<file path="src/rtl/mips_pipe_pkg.sv">
// Shared types and constants for the 5-stage MIPS pipeline: ALUOp and
// forwarding-select encodings, per-stage control bundles and the bubble value.
package mips_pipe_pkg;

  localparam int DATA_W_DEF     = 32;
  localparam int REG_ADDR_W_DEF = 5;
  localparam int ALUOP_W_DEF    = 2;

  localparam logic [ALUOP_W_DEF-1:0] ALUOP_ADD   = 2'b00;
  localparam logic [ALUOP_W_DEF-1:0] ALUOP_SUB   = 2'b01;
  localparam logic [ALUOP_W_DEF-1:0] ALUOP_RTYPE = 2'b10;

  localparam logic [1:0] FWD_REG = 2'b00;
  localparam logic [1:0] FWD_WB  = 2'b01;
  localparam logic [1:0] FWD_MEM = 2'b10;

  typedef struct packed {
    logic                   reg_dst;
    logic [ALUOP_W_DEF-1:0] alu_op;
    logic                   alu_src;
  } ex_ctrl_t;

  typedef struct packed {
    logic mem_read;
    logic mem_write;
  } mem_ctrl_t;

  typedef struct packed {
    logic reg_write;
    logic mem_to_reg;
  } wb_ctrl_t;

  typedef struct packed {
    ex_ctrl_t  ex;
    mem_ctrl_t mem;
    wb_ctrl_t  wb;
  } ctrl_t;

  // A bubble carries no side effects: no write-back, no memory access.
  localparam ctrl_t CTRL_NOP = '0;

  localparam logic [7:0] STALL_MAX = 8'hFF;

endpackage

</file>
<file path="src/rtl/id_ex_stage_hazard_detect.sv">
// Load-use hazard detection and front-end write-enable generation.
// Purely combinational; sees the registered EX-stage copy and the ID fields.
module hazard_detect #(
  parameter int REG_ADDR_W = 5
) (
  input  logic                  reset,
  input  logic                  mem_stall,
  input  logic                  flush,
  input  logic                  ex_valid,
  input  logic                  ex_mem_read,
  input  logic [REG_ADDR_W-1:0] ex_rt,
  input  logic [REG_ADDR_W-1:0] id_rs,
  input  logic [REG_ADDR_W-1:0] id_rt,
  output logic                  load_use,
  output logic                  pc_write,
  output logic                  if_id_write
);

  // A load in EX whose destination feeds the instruction in ID; $zero never counts.
  always_comb begin
    load_use = ex_valid & ex_mem_read & (ex_rt != '0) &
               ((ex_rt == id_rs) | (ex_rt == id_rt));
  end

  // Front-end enables follow the same priority as the ID/EX register update.
  always_comb begin
    pc_write    = 1'b1;
    if_id_write = 1'b1;
    if (reset) begin
      pc_write    = 1'b1;
      if_id_write = 1'b1;
    end else if (mem_stall) begin
      pc_write    = 1'b0;
      if_id_write = 1'b0;
    end else if (flush) begin
      pc_write    = 1'b1;
      if_id_write = 1'b1;
    end else if (load_use) begin
      pc_write    = 1'b0;
      if_id_write = 1'b0;
    end
  end

endmodule

</file>
<file path="src/rtl/id_ex_stage.sv">
// ID/EX pipeline register with load-use bubble insertion, branch-flush
// bubbles, memory-stall freeze and a saturating bubble counter.
module id_ex_stage
  import mips_pipe_pkg::*;
#(
  parameter int DATA_W     = DATA_W_DEF,
  parameter int REG_ADDR_W = REG_ADDR_W_DEF,
  parameter int ALUOP_W    = ALUOP_W_DEF
) (
  input  logic                  clk,
  input  logic                  reset,
  input  logic                  mem_stall,
  input  logic                  flush,
  input  logic                  ID_RegWrite,
  input  logic                  ID_MemRead,
  input  logic                  ID_MemWrite,
  input  logic                  ID_MemtoReg,
  input  logic                  ID_ALUSrc,
  input  logic                  ID_RegDst,
  input  logic [ALUOP_W-1:0]    ID_ALUOp,
  input  logic [DATA_W-1:0]     ID_ReadData1,
  input  logic [DATA_W-1:0]     ID_ReadData2,
  input  logic [DATA_W-1:0]     ID_SignImm,
  input  logic [DATA_W-1:0]     ID_PCPlus4,
  input  logic [REG_ADDR_W-1:0] IF_ID_RegisterRs,
  input  logic [REG_ADDR_W-1:0] IF_ID_RegisterRt,
  input  logic [REG_ADDR_W-1:0] IF_ID_RegisterRd,
  output logic                  ID_EX_RegWrite,
  output logic                  ID_EX_MemRead,
  output logic                  ID_EX_MemWrite,
  output logic                  ID_EX_MemtoReg,
  output logic                  ID_EX_ALUSrc,
  output logic                  ID_EX_RegDst,
  output logic [ALUOP_W-1:0]    ID_EX_ALUOp,
  output logic [DATA_W-1:0]     ID_EX_ReadData1,
  output logic [DATA_W-1:0]     ID_EX_ReadData2,
  output logic [DATA_W-1:0]     ID_EX_SignImm,
  output logic [DATA_W-1:0]     ID_EX_PCPlus4,
  output logic [REG_ADDR_W-1:0] ID_EX_RegisterRs,
  output logic [REG_ADDR_W-1:0] ID_EX_RegisterRt,
  output logic [REG_ADDR_W-1:0] ID_EX_RegisterRd,
  output logic                  ID_EX_Valid,
  output logic                  PCWrite,
  output logic                  IF_ID_Write,
  output logic [7:0]            stall_count
);

  ctrl_t                 ctrl_q;
  ctrl_t                 ctrl_d;
  logic                  valid_q;
  logic [DATA_W-1:0]     rd1_q, rd2_q, imm_q, pc4_q;
  logic [REG_ADDR_W-1:0] rs_q, rt_q, rd_q;
  logic [7:0]            stall_q;
  logic                  load_use;

  hazard_detect #(
    .REG_ADDR_W (REG_ADDR_W)
  ) u_hazard (
    .reset       (reset),
    .mem_stall   (mem_stall),
    .flush       (flush),
    .ex_valid    (valid_q),
    .ex_mem_read (ctrl_q.mem.mem_read),
    .ex_rt       (rt_q),
    .id_rs       (IF_ID_RegisterRs),
    .id_rt       (IF_ID_RegisterRt),
    .load_use    (load_use),
    .pc_write    (PCWrite),
    .if_id_write (IF_ID_Write)
  );

  // Pack the decoded ID control into the per-stage bundle.
  always_comb begin
    ctrl_d               = CTRL_NOP;
    ctrl_d.ex.reg_dst    = ID_RegDst;
    ctrl_d.ex.alu_op     = ID_ALUOp;
    ctrl_d.ex.alu_src    = ID_ALUSrc;
    ctrl_d.mem.mem_read  = ID_MemRead;
    ctrl_d.mem.mem_write = ID_MemWrite;
    ctrl_d.wb.reg_write  = ID_RegWrite;
    ctrl_d.wb.mem_to_reg = ID_MemtoReg;
  end

  // Priority update: stall hold > flush bubble > load-use bubble > capture.
  // Bubbles also zero the register numbers so forwarding can never match them.
  always_ff @(posedge clk or posedge reset) begin
    if (reset) begin
      ctrl_q  <= CTRL_NOP;
      valid_q <= 1'b0;
      rd1_q   <= '0;
      rd2_q   <= '0;
      imm_q   <= '0;
      pc4_q   <= '0;
      rs_q    <= '0;
      rt_q    <= '0;
      rd_q    <= '0;
      stall_q <= '0;
    end else if (mem_stall) begin
      ctrl_q  <= ctrl_q;
      valid_q <= valid_q;
    end else if (flush || load_use) begin
      ctrl_q  <= CTRL_NOP;
      valid_q <= 1'b0;
      rd1_q   <= '0;
      rd2_q   <= '0;
      imm_q   <= '0;
      pc4_q   <= '0;
      rs_q    <= '0;
      rt_q    <= '0;
      rd_q    <= '0;
      if (!flush && stall_q != STALL_MAX) begin
        stall_q <= stall_q + 8'd1;
      end
    end else begin
      ctrl_q  <= ctrl_d;
      valid_q <= 1'b1;
      rd1_q   <= ID_ReadData1;
      rd2_q   <= ID_ReadData2;
      imm_q   <= ID_SignImm;
      pc4_q   <= ID_PCPlus4;
      rs_q    <= IF_ID_RegisterRs;
      rt_q    <= IF_ID_RegisterRt;
      rd_q    <= IF_ID_RegisterRd;
    end
  end

  assign ID_EX_RegWrite   = ctrl_q.wb.reg_write;
  assign ID_EX_MemtoReg   = ctrl_q.wb.mem_to_reg;
  assign ID_EX_MemRead    = ctrl_q.mem.mem_read;
  assign ID_EX_MemWrite   = ctrl_q.mem.mem_write;
  assign ID_EX_RegDst     = ctrl_q.ex.reg_dst;
  assign ID_EX_ALUOp      = ctrl_q.ex.alu_op;
  assign ID_EX_ALUSrc     = ctrl_q.ex.alu_src;
  assign ID_EX_ReadData1  = rd1_q;
  assign ID_EX_ReadData2  = rd2_q;
  assign ID_EX_SignImm    = imm_q;
  assign ID_EX_PCPlus4    = pc4_q;
  assign ID_EX_RegisterRs = rs_q;
  assign ID_EX_RegisterRt = rt_q;
  assign ID_EX_RegisterRd = rd_q;
  assign ID_EX_Valid      = valid_q;
  assign stall_count      = stall_q;

endmodule
</file>
<file path="config.mk">
export PLATFORM = sky130hd
export DESIGN_NAME = id_ex_stage
export DESIGN_NICKNAME = d
export VERILOG_FILES = /design/src/rtl/mips_pipe_pkg.sv /design/src/rtl/id_ex_stage_hazard_detect.sv /design/src/rtl/id_ex_stage.sv
export SDC_FILE = /design/constraint.sdc
export NUM_CORES = 1
export LEC_CHECK = 0
export ABC_AREA = 1
export BUFFER_PORTS_ARGS = -buffer_cell sky130_fd_sc_hd__buf_2
export CORE_MARGIN = 1.5
export CORE_UTILIZATION = 30
export DETAILED_ROUTE_END_ITERATION = 10
export GPL_TIMING_DRIVEN = 0
export SLEW_MARGIN = 20
export SYNTH_ARGS = -nofsm -noshare
export SYNTH_HDL_FRONTEND = slang
export SYNTH_SLANG_ARGS = --single-unit
export TNS_END_PERCENT = 10
</file>
<file path="constraint.sdc">
create_clock -name clk -period 4.05 [get_ports clk]
set_input_delay 0 -clock clk [delete_from_list [all_inputs] [get_ports clk]]
set_output_delay 0 -clock clk [all_outputs]
set_load 0.02 [all_outputs]
</file>
; ---- Word-level counts from Yosys, hierarchy flattened
; Index checks and enable logic that the tools add are counted.
; W data, S select, Z words.
[word_totals]
reg_bits = 160
latch_bits = 0
mem_bits_rw = 0
mem_bits_ro = 0
memories = 0
[classes]
add_sub_neg = 1
n_mul = 0
div = 0
order_cmp = 0
n_eq_ne = 3
shift = 0
mux = 13
n_bitwise = 5
reduce_logical = 5
[ops]
columns = cell, n
row1 = $mux W32, 4
row2 = $mux W5, 3
row3 = $eq A5 B5 Y1, 2
row4 = $add A8 B1 Y8 const B, 1
row5 = $mux W8, 1
row6 = $ne A8 B8 Y1 const B, 1
row7 = $mux W1, 5
row8 = $reduce_bool A5 Y1, 1
row9 = $and A1 B1 Y1, 3
row10 = $reduce_and A3 Y1, 1
row11 = $logic_and A1 B1 Y1, 1
row12 = $logic_not A1 Y1, 1
row13 = $logic_or A1 B1 Y1, 1
row14 = $not A1 Y1, 1
row15 = $or A1 B1 Y1, 1

; ---- Depth between registers and ports, before layout
; Gate-level depths: netlist of run 1.
[logic_depth]
depth_word = 7
ltp_mapped = 11
mapped_depth_nobuf = 9

; ---- Modules after synthesis
; From an unflattened synthesis of run 1, not the netlist that was laid out.
[unflattened]
cells_unflattened = 784
area_unflattened_um2 = 6670.1
[by_module_without_submodules]
columns = module, n_inst, cells_per_inst, area_each_um2
row1 = id_ex_stage, 1, 728, 6437.4
row2 = hazard_detect, 1, 56, 232.7

; ---- Least setup slack after synthesis of run 1
; OpenSTA, ideal clock, no wires.
[synth_timing]
path_kind = input to output
startpoint = input reset
endpoint = output PCWrite
arrival_ps = 4584
required_time_ps = 4050
path_slack_ps = -534
path_stages = 3
cell_sequence = inv_1 > nand2_1 > buf_4
[synth_between]
elab_chain_len = 1
[synth_rtl]
columns = element, line_no
row1 = "start, declared", id_ex_stage.sv:11  ; input logic reset,
row2 = $mux W1, n/a
row3 = "end, declared", id_ex_stage.sv:43  ; output logic PCWrite,
; No other way between the ends.

; ---- Final worst setup path of run 1
[layout_timing]
startpoint = input reset
endpoint = output PCWrite
[layout_between]
elab_chain_len = 1
[layout_rtl]
columns = element, line_no
row1 = $mux W1, id_ex_stage_hazard_detect.sv:29  ; if (reset) begin
; No other way between the ends.

==> metrics.cfg, run 1 <==
[status]
status=finished, final reports clean

[worst_setup_path]
ff2ff_setup_slack_ns=2.26
crit_type=in2out
crit_path_end_kind=output port
crit_required_ns=4.05
crit_fanout=32
critPathLaunchType=input port
critPathArrivalTime_ns=2.12

[cells_and_area]
syn2layout_area_growth_pct=62.17
drive_gt1_frac=0.2991
final_cell_area_sq_um=10840
layout.nets=1420

[synth]
synth_top_area_cell=dfrtp_1
synthXorXnorAreaFrac=0.01048
synth.most_common_cell=nand2_1
syn-num-nets=929
syn_area_sq_um=6684
synth_edf_count=0
ys_types=19
synthTopCellsByCount=349 x nand2_1, 160 x dfrtp_1, 158 x nand3_1
synth_fa_ha_area_frac=0.001872
yosys_most_used_dff=dfrtp_1
synth_compound_area_frac=0.001685
synthSimpleGateAreaFrac=0.3347
synth_top_family_by_area=simple AND/OR/NAND/NOR gates
ys_seq_area_frac=0.5990
synthArstFlopShare=1.000
ys_top_cells_by_area=dfrtp_1 60%, nand2_1 20%, nand3_1 12%
muxShareOfSynthArea=0
synth_top_area_frac=0.5990
syn-instance-count=773
ys_seq_elements=160
synth.avg_cell_area_sq_um=8.647
ys_warn_count=0

[die]
start_util=0.3063
io_pins=317
die-area_sq_um=23180
core_area_sq_um=21820
die_width_microns=152.3
die_h_microns=152.3
num_rows=54

[power_and_ir_drop]
vdd_ir_drop_max_uv=246.9
p_per_area_nw_per_um2=388.0
power_leakage_nw=6.144

[job]
maxCapViolCount=0

[drt]
routed_wl_mm=23.24
drt_iter0_drc=402
drcViolationCount=0
wl_per_cell_microns=14.92
drtAntennaViolNets=0
num_vias=7046
viasPerCell=4.522
first_pass_iters=5

[sta]
fin_crit_ns=2.123
worstMarginPinSlew_ns=0.7097
whs_ns=0.1844
timing.final.crit_share=0.5242
fin_ws_ns=1.927
hold_viol_final=0
rsz0062_at_grt=no
slew_violations=0
setup_violations=0
timing.fmax_mhz=471.0
skew_ns=0.01253
slew_headroom=0.5269

[global_route]
grt_max_degree=33
grt_overflow=0
antenna_found_initial=1
grt_pass1_wl_mm=37.62
grt_pass1_vias=7257
grtUsageTotal=0.2013

[clock_network]
cts_tree=done
cts.sinks=160
cts-resized-gates=0
post_cts_buffers=0
h-tree-depth=4
clkTransAtPathRegs_ns=0.06
clk_path_buf_depth=2
clock_latency_ns=0.42
cts_buffers=17
cts-root-buf=clkbuf_16

[placed_design]
dpl_worst_slack_ns=2.174
routabilityCongestion=0.8001
placed_area_sq_um=8715
hpwl_mm=15.68
portBuffers=315

[hold_path]
hold_path_class=in2reg

==> cells by family (layout without fill, tap and decap cells) <==
group | count (synthesis) | count (layout)
simple gates | 533 | 533
compound gates | 1 | 1
flops | 160 | 160
buf+inv | 70 | 574
xor+xnor | 8 | 8
other cells | 0 | 1
fa+ha+maj | 1 | 1
==> where the power goes <==
| group | internal, mW | switching, mW | leakage [nW] |
|---|---|---|---|
| Clock | 0.935 | 0.733 | 0.292 |
| Combinational | 0.317 | 0.437 | 3.76 |
| Sequential | 1.72 | 0.0684 | 2.09 |
==> cell type report <==
class | count | area (sq um)
Clock buffer | 18 | 429.2
Timing Repair Buffer | 472 | 3198
Multi-Input combinational cell | 543 | 2331
Antenna cell | 1 | 2.502
Fill cell | 2056 | 10980
Inverter | 18 | 71.32
Sequential cell | 160 | 4004
Buffer | 52 | 281.5
Clock inverter | 14 | 171.4
Tap cell | 280 | 350.3
==> critical path, cell delays in order <==
cell and delay (ns):
dlygate4sd3_1 0.55, buf_2 0.14, clkinvlp_4 0.44, buf_12 0.37, buf_12 0.20, nand2_1 0.12, buf_4 0.11, buf_2 0.15
==> registers in the layout (all words and copies together), names as in the netlist, 2 cells and up <==
register	flops
ID_EX_ALUOp	2
ID_EX_PCPlus4	32
ID_EX_ReadData1	32
ID_EX_ReadData2	32
ID_EX_RegisterRd	5
ID_EX_RegisterRs	5
ID_EX_RegisterRt	5
ID_EX_SignImm	32
stall_count	8
==> what timing repair did <==
| action | 4_1_cts | 5_1_grt |
|---|---|---|
| hold buffers | 152 | 0 |
| setup endpoints to repair | 0 | 0 |
| endpoints found under the hold margin | 192 | 0 |
==> cells in the final DEF (no fill, tap or decap), drive strengths merged <==
| cell type | instances |
|---|---|
| clkinvlp | 2 |
| xnor2 | 4 |
| inv | 25 |
| bufinv | 2 |
| clkinv | 3 |
| xor2 | 4 |
| nand4 | 9 |
| nand2 | 350 |
| a21boi | 1 |
| clkbuf | 37 |
| diode | 1 |
| dfrtp | 160 |
| buf | 353 |
| nor2 | 15 |
| dlygate4sd3 | 152 |
| nand3 | 159 |
| ha | 1 |
==> final timing paths <==
path / start / end / cells after the start
max: reset / PCWrite / 8
min: flush / stall_count[0] / 5
max reg2reg: ID_EX_RegisterRt[1] / ID_EX_ReadData2[18] / 11
min reg2reg: ID_EX_ReadData1[15] / ID_EX_ReadData1[15] / 2
max in group asynchronous: reset / ID_EX_PCPlus4[19] / 6
min in group asynchronous: reset / ID_EX_ReadData2[4] / 3
==> metrics by stage <==
| step | power, mW | util | std cells | TNS [ns] |
|---|---|---|---|---|
| finish | 4.206 | 0.4967 | 1558 | 0 |
| floorplan | 2.156 | - | 773 | 0 |
| detailed placement | 2.452 | 0.3993 | 1373 | 0 |
| CTS | 4.247 | 0.4966 | 1557 | 0 |
| global route | 4.399 | 0.4967 | 1558 | 0 |
| global placement | 2.432 | 0.3947 | 1368 | -0.4648 |
==> per-layer routing <==
layer | share of wire | routed length [microns] | global-route usage
met1 | 0.43 | 9921 | 0.2486
met4 | 0.021 | 482 | 0.06935
met5 | 0 | 0 | 0
met3 | 0.069 | 1604 | 0.05176
met2 | 0.48 | 11240 | 0.3411
(Power assumes the default switching activity.)
==> inputs of run 2 (changes only) <==
==> constraint.sdc (replaced) <==
create_clock -name clk -period 1.8 [get_ports clk]
set_input_delay 0 -clock clk [delete_from_list [all_inputs] [get_ports clk]]
set_output_delay 0 -clock clk [all_outputs]
set_load 0.02 [all_outputs]
==> metrics.cfg, run 2 (same netlist as run 1, synthesis figures left out) <==
[status]
status=finished, violations left
violations=negative setup slack

[worst_setup_path]
crit_path_end_kind=output port
crit_required_ns=1.80
crit_type=reg2out
crit_start=ID_EX_RegisterRt[0]
critPathLaunchType=flop
r2r_start=ID_EX_RegisterRt[0]
critPathArrivalTime_ns=1.86
crit_fanout=7
reg2reg_depth=12

[drt]
drt_iter0_drc=404
num_vias=7147
drtAntennaViolNets=0
wl_per_cell_microns=15.22
first_pass_iters=5
drcViolationCount=0
routed_wl_mm=23.81
viasPerCell=4.570

[sta]
whs_ns=0.1462
slew_headroom=0.4838
skew_ns=0.009541
timing.fmax_mhz=536.4
timing.final.crit_share=1.036
slew_violations=0
tns_ns=-0.1309
worstMarginPinSlew_ns=0.7743
fin_ws_ns=-0.06416
setup_violations=9
rsz0062_at_grt=yes
hold_viol_final=0
fin_crit_ns=1.864

[global_route]
antenna_found_initial=0
grt_overflow=0
grtUsageTotal=0.2069
grt_pass1_wl_mm=38.57
grt_max_degree=33
grt_pass1_vias=7430

[clock_network]
cts-root-buf=clkbuf_16
cts.sinks=160
clock_latency_ns=0.42
cts_buffers=17
clk_path_buf_depth=2
clkTransAtPathRegs_ns=0.07
cts_tree=done
h-tree-depth=4

[power_and_ir_drop]
total_power_mw=9.440
p_per_area_nw_per_um2=860.8
power_leakage_nw=6.212
vdd_ir_drop_max_uv=476.8

[cells_and_area]
final_cell_mix=346 x nand2_1, 323 x buf_2, 157 x nand3_1
drive_gt1_frac=0.3131
fillers=2035
layout_commonest_cell=nand2_1
layout.nets=1427
syn2layout_area_growth_pct=64.08
antenna_cells=0

[die]
die_width_microns=152.3
core_area_sq_um=21820
die-area_sq_um=23180
io_pins=317
start_util=0.3063
num_rows=54
die_h_microns=152.3

[placed_design]
hpwl_mm=16.03
portBuffers=315
routabilityCongestion=0.7911

[job]
maxCapViolCount=0

[hold_path]
hold_path_class=in2async

-- run 2: changes by cell type in the layout (fill, tap and decap cells not counted), sizes merged --
cell | before | now
buf | 353 | 359
clkinv | 3 | 6
bufinv | 2 | 1
clkinvlp | 2 | 1
diode | 1 | 0
-- run 2: cell type report --
cell class | instances | area (sq um) | area share
buffer | 52 | 309.0 | 0.02818
clock buffer | 17 | 425.4 | 0.03879
clock inverter | 15 | 171.4 | 0.01563
inverter | 18 | 71.32 | 0.006503
multi-input combinational | 543 | 2361 | 0.2153
sequential | 160 | 4009 | 0.3655
tap | 280 | 350.3 | 0.03195
timing repair buffer | 479 | 3269 | 0.2981
-- run 2: final timing paths --
check	slack (ns)	end
worst max-delay path	-0.06	PCWrite
worst min-delay path	0.15	ID_EX_ReadData2[0]
worst max register to register	-0.02	stall_count[5]
worst min register to register	0.47	ID_EX_PCPlus4[17]
max in group asynchronous	0.77	ID_EX_RegisterRt[4]
min in group clk	0.19	stall_count[1]
-- run 2: power by group --
part	internal [mW]	leakage, nW	switching (mW)	total [mW]
registers	3.86	2.08	0.163	4.02
clock network	1.98	0.294	1.70	3.68
logic	0.738	3.83	0.997	1.74
total	6.58	6.21	2.86	9.44
-- run 2: routing by layer --
layer,track usage,vias to the layer above,share of wire
li1,-,3463,-
met1,0.2456,3370,0.42
met2,0.3596,277,0.49
met3,0.05688,37,0.068
met4,0.07166,0,0.023
met5,0,-,0
-- run 2: per-stage QoR --
stage               setup slack [ns]  cells    util  instance area [sq um]
floorplan                     -1.412    773       -                   6691
global placement              -2.545   1368  0.3949                   8618
detailed placement          -0.04448   1373  0.3995                   8718
CTS                          -0.1100   1562  0.5007                  10930
global route                 -0.1699   1564  0.5025                  10970
finish                      -0.06416   1564  0.5025                  10970
-- run 2: critical path, cell delays in order, from the launching register on --
cell and delay [ns]:
dfrtp_2 0.46, nor2_2 0.11, nor2_1 0.04, nor2_1 0.13
nand3_1 0.10, nand2_2 0.08, buf_6 0.10, nand3_2 0.05
nand2_1 0.06, nand2_2 0.07, buf_6 0.12, buf_6 0.12
-- run 2: timing repair --
item	CTS	global route
buffers inserted	4	2
hold endpoints to repair	188	0
resized for setup	13	9
hold buffers	153	0
pin swaps	6	6
endpoints found under the setup margin	2	95
